--- config.mk ---
export PLATFORM = sky130hd
export DESIGN_NAME = rr_arbiter8
export DESIGN_NICKNAME = d
export VERILOG_FILES = /design/src/rtl/rr_arbiter8.sv
export SDC_FILE = /design/constraint.sdc
export NUM_CORES = 1
export LEC_CHECK = 0
export ABC_AREA = 1
export BUFFER_PORTS_ARGS = -buffer_cell sky130_fd_sc_hd__clkbuf_2
export CORE_MARGIN = 10
export CORE_UTILIZATION = 55
export DETAILED_ROUTE_END_ITERATION = 8
export PLACE_DENSITY_LB_ADDON = 0.08
export REMOVE_ABC_BUFFERS = 1
export SLEW_MARGIN = 20
export SYNTH_ARGS = -nofsm -noshare
export SYNTH_HDL_FRONTEND = slang
export SYNTH_SLANG_ARGS = --single-unit
--- constraint.sdc ---
create_clock -name iClk -period 3.3 [get_ports iClk]
set_input_delay 0.495 -clock iClk [delete_from_list [all_inputs] [get_ports iClk]]
set_output_delay 0.495 -clock iClk [all_outputs]
set_load 0.005 [all_outputs]
--- src/rtl/rr_arbiter8.sv ---
// Eight-way round-robin arbiter with registered one-hot/index grant and release-driven pointer rotation.
// Optional forced release after MAX_HOLD cycles is compiled in with `define RR_ARB_TIMEOUT_EN.
module rr_arbiter8 #(
    parameter int unsigned MAX_HOLD = 16
) (
    input  logic       iClk,
    input  logic       iRst,
    input  logic [7:0] iReq,
    input  logic       iDone,
    output logic [7:0] oGnt,
    output logic [2:0] oGntIdx,
    output logic       oValid,
    output logic       oTimeout
);

    typedef enum logic {
        ST_IDLE  = 1'b0,
        ST_GRANT = 1'b1
    } state_e;

    state_e     state_q, state_d;
    logic [2:0] ptr_q,   ptr_d;
    logic [7:0] gnt_q,   gnt_d;
    logic [2:0] idx_q,   idx_d;
    logic       valid_q, valid_d;

    logic       win_found;
    logic [2:0] win_idx;
    logic       normal_rel;
    logic       hold_hit;
    logic       release_now;

    if (MAX_HOLD < 1 || MAX_HOLD > 255) begin : g_bad_max_hold
        $error("rr_arbiter8: MAX_HOLD must be within 1..255");
    end

    // First set request bit at or after the rotating pointer.
    always_comb begin
        logic [2:0] cand;
        // NOTE: combinational blocks use blocking '=' and assign every output a default first, so no latch is inferred.
        win_found = 1'b0;
        win_idx   = ptr_q;
        cand      = ptr_q;
        for (int k = 0; k < 8; k++) begin
            cand = ptr_q + 3'(k);
            if (!win_found && iReq[cand]) begin
                win_found = 1'b1;
                win_idx   = cand;
            end
        end
    end

    // iDone and withdrawal together are still a single release.
    assign normal_rel  = iDone | ~iReq[idx_q];
    assign release_now = normal_rel | hold_hit;

`ifdef RR_ARB_TIMEOUT_EN
    logic [7:0] hold_q, hold_d;
    logic       timeout_q, timeout_d;

    assign hold_hit = (state_q == ST_GRANT) && (hold_q == 8'(MAX_HOLD - 1));
    assign hold_d   = (state_q == ST_GRANT) ? hold_q + 8'd1 : 8'd0;

    // The pulse is raised only when the timer alone caused the release.
    always_comb begin
        timeout_d = 1'b0;
        if (state_q == ST_GRANT && release_now) begin
            timeout_d = hold_hit & ~normal_rel;
        end
    end

    always_ff @(posedge iClk or posedge iRst) begin
        if (iRst) begin
            hold_q    <= 8'd0;
            timeout_q <= 1'b0;
        end else begin
            hold_q    <= hold_d;
            timeout_q <= timeout_d;
        end
    end

    assign oTimeout = timeout_q;
`else
    assign hold_hit = 1'b0;
    assign oTimeout = 1'b0;
`endif

    always_comb begin
        state_d = state_q;
        case (state_q)
            ST_IDLE:  if (win_found)   state_d = ST_GRANT;
            ST_GRANT: if (release_now) state_d = ST_IDLE;
            default:                   state_d = ST_IDLE;
        endcase
    end

    always_comb begin
        ptr_d   = ptr_q;
        gnt_d   = gnt_q;
        idx_d   = idx_q;
        valid_d = valid_q;
        case (state_q)
            ST_IDLE: begin
                if (win_found) begin
                    gnt_d   = 8'd1 << win_idx;
                    idx_d   = win_idx;
                    valid_d = 1'b1;
                end
            end
            ST_GRANT: begin
                if (release_now) begin
                    gnt_d   = 8'd0;
                    idx_d   = 3'd0;
                    valid_d = 1'b0;
                    ptr_d   = idx_q + 3'd1;
                end
            end
            default: begin
                gnt_d   = 8'd0;
                idx_d   = 3'd0;
                valid_d = 1'b0;
            end
        endcase
    end

    // NOTE: state registers use non-blocking '<=' so every flop samples the pre-edge values.
    always_ff @(posedge iClk or posedge iRst) begin
        if (iRst) begin
            state_q <= ST_IDLE;
            ptr_q   <= 3'd0;
            gnt_q   <= 8'd0;
            idx_q   <= 3'd0;
            valid_q <= 1'b0;
        end else begin
            state_q <= state_d;
            ptr_q   <= ptr_d;
            gnt_q   <= gnt_d;
            idx_q   <= idx_d;
            valid_q <= valid_d;
        end
    end

    assign oGnt    = gnt_q;
    assign oGntIdx = idx_q;
    assign oValid  = valid_q;

endmodule

==> results of run 1 <==
registers in the layout (all words and copies together) (netlist names):
signal   cells
oValid       1
ptr_q        3
oGntIdx      3
state_q      1
oGnt         8
kinds of logic (layout without fill, tap and decap cells):
| group | count (synthesis) | after routing | synth area share |
|---|---|---|---|
| fa+ha+maj | 3 | 3 | 0.0254 |
| other cells | 1 | 1 | 0.00253 |
| simple gates | 170 | 170 | 0.514 |
| flops | 16 | 16 | 0.270 |
| compound gates | 17 | 17 | 0.0727 |
| mux | 2 | 2 | 0.0135 |
| xor+xnor | 5 | 5 | 0.0296 |
| buf+inv | 25 | 48 | 0.0718 |
routing by layer:
layer	share of wire	vias to the layer above	GRT usage
li1	-	826	-
met1	0.47	697	0.180
met2	0.48	27	0.250
met3	0.036	7	0.0262
met4	0.016	0	0.0581
met5	0	-	0
critical path: cells and delay by family (launching register included):
kind                       cells  cell delay, ns
DFF                            1            0.52
buffers and inverters          3            0.46
adders and majority gates      1            0.40
and+or+nand+nor               12            1.33
synth_stat cells, drive strengths merged, types with 3 or more instances:
cell / number
nand2: 103
nand3: 46
inv: 21
nor2: 17
dfrtp: 16
o21ai: 7
buf: 4
a21oi: 3
ha: 3
xor2: 3
final timing paths:
| kind | slack (ns) | to | depth (start not counted) |
|---|---|---|---|
| max in group asynchronous | 2.69 | oGntIdx[0] | 2 |
| min in group iClk | 0.49 | oGnt[0] | 2 |
| hold / removal | 0.23 | oGnt[1] | 2 |
| setup reg to reg | 0.48 | oGnt[3] | 16 |
| hold reg to reg | 0.49 | oGnt[0] | 2 |
| setup / recovery | 0.48 | oGnt[3] | 16 |
area by class of cell:
type | instances | area, sq um | share of cell area
timing repair buffer | 23 | 118 | 0.0715
sequential | 16 | 400 | 0.244
clock buffer | 4 | 36.3 | 0.0221
inverter | 21 | 78.8 | 0.0479
tap | 30 | 37.5 | 0.0228
multi-input combinational | 198 | 973 | 0.592
stage by stage:
step / util / std cells / instance area, sq um / hold slack, ns
after CTS: 0.652 / 292 / 1640 / 0.240
after global routing: 0.652 / 292 / 1640 / 0.246
after floorplan: - / 235 / 1450 / 0.409
after detailed placement: 0.637 / 288 / 1610 / 0.465
after global placement: 0.637 / 288 / 1610 / 0.469
final: 0.652 / 292 / 1640 / 0.231
==> out/results.tsv, run 1 <==
stage	metric	value	unit
run_status	outcome	finished, final reports clean	
route	wire_per_inst	12.3	microns
sta	min_period	2.82	ns
route	vias	1557	
sta	finalSetupViolations	0	
die	die_x	71.9	microns
grt	grt.overflow.total	0	
clock_network	cts_hold_buf	0	
worst_setup_path	worstPathArrival	3.00	ns
worst_setup_path	cpMostUsedCell	nand2_1	
sta	slew_headroom	0.612	
synth	synth_top_area_frac	0.270	
clock_network	htree_levels	1	
clock_network	clockBufferDepth	2	
clock_network	clkTransAtPathRegs	0.09	ns
synth	synthCells	239	
route	drtIter0Drc	121	
synth	synth.avg_cell_area	6.19	sq um
sta	period_share	0.855	
grt	grt_max_degree	17	
final_layout	antenna_cells	0	
route	drt-total-wl	3.61	mm
worst_setup_path	slowest_delay	0.52	ns
place	globalplace.congestion	0.956	
route	vias_per_cell	5.33	
synth	ys_seq_area_frac	0.270	
worst_setup_path	critical_path_class	flip-flop to flip-flop	
synth	synth_edf_count	0	
route	drc_errors	0	
synth	synth_seq_cells	16	
final_layout	nets	277	
die	dieArea	0.00517	sq mm
min_path	hp-class	input port to asynchronous set/reset pin	
sta	tns	0	ns
place	port_buffers	22	
synth	postSynth.asyncResetShare	1.00	
route	ant_nets	0	
synth	synth-main-ff-cell	dfrtp_1	
sta	rsz0062_at_grt	false	
grt	grt_pass1_vias	1525	
worst_setup_path	cp_cell_sequence	inv_2 -> ha_1 -> inv_1 -> nand3_1 -> nand3_1 -> nand2_1 -> nor2_2 -> nand4_1 -> nor2_4 -> nand3b_4 -> inv_2 -> nand2_1 -> nand2_1 -> nor2_2 -> nand3_1 -> nand2_1	
synth	syn_area	0.00148	sq mm
worst_setup_path	start_kind	flip-flop	
clock_network	numCtsBuffers	3	
die	pin_count	24	
die	die_y	71.9	microns
synth	yosysUniqueCellTypes	29	
sta	fmax	0.355	GHz
worst_setup_path	crit_path_end_kind	flip-flop	
route	drtPass1Iterations	4	
die	start_util	0.587	
sta	drv_slew	0	
final_layout	nFillCells	250	
final_layout	area_growth	11.1	%
clock_network	clock_sinks	16	
final_layout	final_common_cell	nand2_1	
worst_setup_path	cp-startpoint	ptr_q[1]	
clock_network	cts_root_buf	clkbuf_4	
clock_network	clkLatencyLatePin	0.29	ns
die	rows	18	
worst_setup_path	worstPathMaxFanout	9	
clock_network	post-cts-setup-buffers	0	
worst_setup_path	worstPathRequired	3.48	ns
clock_network	cts_tree	done	
worst_setup_path	worstReg2RegStart	ptr_q[1]	
sta	finClkSkew	0.00398	ns
grt	antenna_found_initial	0	
place	post-place-ws	0.531	ns
sta	tightest_slew	0.582	ns
grt	grt_use_total	0.148	
synth	synth.largest_area_cell	dfrtp_1	
clock_network	cts_resized	0	
sta	hold_viol_final	0	
synth	ys_warn_count	0	
worst_setup_path	slowest_stage	dfrtp_1	
grt	grt_pass1_wl	6.45	mm
final_layout	layout_common_cells	98 x nand2_1, 45 x nand3_1, 22 x clkbuf_2	
die	fp.coreArea	0.00252	sq mm
final_layout	layout-drive-gt1-share	0.183	
sta	fin_ws	0.480	ns
run	max_cap_viol_count	0	
place	place_hpwl	2.98	mm
synth	synthTopCellsByArea	dfrtp_1 27%, nand2_1 25%, nand3_1 15%	
Power of run 1 is not shown: default switching activity piles up to over one toggle a cycle in this logic, so the estimate is an artifact.
==> run 2: changes to the inputs <==
CORE_MARGIN = default   (was 10)
SLEW_MARGIN = default   (was 20)
==> out/results.tsv, run 2 (synthesis results as in run 1) <==
stage	metric	value	unit	change
grt	grt_max_degree	17		unchanged
sta	drv_slew	0		unchanged
clock_network	numCtsBuffers	3		unchanged
sta	min_period	2.82	ns	+0.00268 ns
route	wire_per_inst	12.0	microns	-3.0%
place	place_hpwl	2.82	mm	-5.2%
worst_setup_path	r2r.worst_path.cells	17		+1
grt	grt_pass1_vias	1455		-4.6%
sta	period_share	0.855		about the same
final_layout	antenna_cells	0		unchanged
final_layout	layout_common_cells	98 x nand2_1, 45 x nand3_1, 22 x clkbuf_2		
sta	rsz0062_at_grt	false		
die	pin_count	24		unchanged
die	start_util	0.592		+0.00529
clock_network	clockBufferDepth	2		unchanged
worst_setup_path	worstReg2RegStart	ptr_q[1]		
clock_network	cts_tree	done		
final_layout	area_growth	11.1	%	unchanged
final_layout	fin_util	0.658		+0.00587
grt	grt_use_total	0.291		+0.143
die	die_y	53.9	microns	-25%
worst_setup_path	crit_cells	17		+1
worst_setup_path	r2r_setup_slack	0.48	ns	about the same
sta	tightest_slew	0.576	ns	-0.00524 ns
worst_setup_path	cp-endpoint	oGnt[1]		
route	drtIter0Drc	76		-37%
route	drtPass1Iterations	5		+1
clock_network	clkLatencyLatePin	0.28	ns	about the same
run_status	outcome	finished, final reports clean		
sta	tns	0	ns	unchanged
clock_network	post-cts-setup-buffers	0		unchanged
worst_setup_path	start_kind	flip-flop		
route	ant_nets	0		unchanged
sta	slew_headroom	0.615		+0.00350
die	dieArea	0.00290	sq mm	-44%
clock_network	clock_sinks	16		unchanged
worst_setup_path	cpMostUsedCell	nand2_1		
worst_setup_path	path_delay_family	simple AND/OR/NAND/NOR gates		
sta	hold_viol_final	0		unchanged
worst_setup_path	crit_path_end_kind	flip-flop		
place	globalplace.congestion	0.937		-2.0%
grt	grt.overflow.total	0		unchanged
run	max_cap_viol_count	0		unchanged
worst_setup_path	critical_path_class	flip-flop to flip-flop		
clock_network	cts_hold_buf	0		unchanged
final_layout	largest_reg_flops	8		unchanged
grt	grt_pass1_wl	6.13	mm	-4.9%
grt	antenna_found_initial	0		unchanged
place	port_buffers	22		unchanged
route	drt-total-wl	3.50	mm	-3.0%
die	die_x	53.9	microns	-25%
worst_setup_path	cp-startpoint	ptr_q[1]		
worst_setup_path	slowest_stage	dfrtp_1		
clock_network	cts_root_buf	clkbuf_4		
worst_setup_path	slowest_delay	0.51	ns	about the same
die	rows	18		unchanged
clock_network	cts_resized	0		unchanged
route	drc_errors	0		unchanged
worst_setup_path	worstPathMaxFanout	9		unchanged
sta	finClkSkew	0.00172	ns	-0.00226 ns
worst_setup_path	cp_num_buf_inv	3		unchanged
final_layout	design_area	0.00164	sq mm	unchanged
place	dpl_cell_area	0.00161	sq mm	unchanged
min_path	hp-class	input port to asynchronous set/reset pin		
route	vias	1576		+1.2%
final_layout	nets	277		unchanged
sta	fmax	0.354	GHz	about the same
sta	holdWs	0.235	ns	+0.00318 ns
worst_setup_path	cp_cell_sequence	inv_2 -> ha_1 -> inv_1 -> nand3_1 -> nand3_1 -> nand2_1 -> nor2_2 -> nand4_1 -> nor2_4 -> nand2_1 -> o21ai_1 -> inv_1 -> nand2_1 -> nand3_1 -> nand2_1 -> nand3_1 -> nand2_1		
final_layout	layout-drive-gt1-share	0.183		unchanged
worst_setup_path	r2r-end	oGnt[1]		
clock_network	htree_levels	1		unchanged
worst_setup_path	worstPathRequired	3.53	ns	+0.05 ns
final_layout	final_common_cell	nand2_1		
die	fp.coreArea	0.00250	sq mm	-0.89%
clock_network	clkTransAtPathRegs	0.09	ns	about the same
worst_setup_path	worstPathArrival	3.05	ns	+0.05 ns
sta	finalSetupViolations	0		unchanged
route	vias_per_cell	5.40		+1.2%
run 2: cell counts in the layout (fill, tap and decap cells not counted):
No cell type changed its count.
run 2: per-layer routing:
| layer | vias up | part of all wire | GRT usage |
|---|---|---|---|
| li1 | 828 | - | - |
| met1 | 692 | 0.48 | 0.374 |
| met2 | 52 | 0.48 | 0.510 |
| met3 | 4 | 0.042 | 0.0311 |
| met4 | 0 | 0.0054 | 0.0789 |
| met5 | - | 0 | 0 |
run 2: through the flow:
step,setup slack (ns),std cells
2_1_floorplan,0.747,235
3_3_place_gp,0.608,288
3_5_place_dp,0.552,288
4_1_cts,0.516,292
5_1_grt,0.174,292
6_report,0.477,292
run 2: worst min path at each step:
stage,end,slack (ns)
after floorplan,oGntIdx[0],0.41
after global placement,oGnt[0],0.46
after detailed placement,oGnt[2],0.46
after CTS,ptr_q[0],0.26
after global routing,oValid,0.30
final,ptr_q[0],0.23
run 2: final cells by class:
class / count / area, sq um
fill: 248 / 856
tap: 30 / 37.5
inverter: 21 / 78.8
timing repair buffer: 23 / 118
multi-input combinational: 198 / 973
clock buffer: 4 / 36.3
sequential: 16 / 400
Power of run 2 is left out for the same reason.
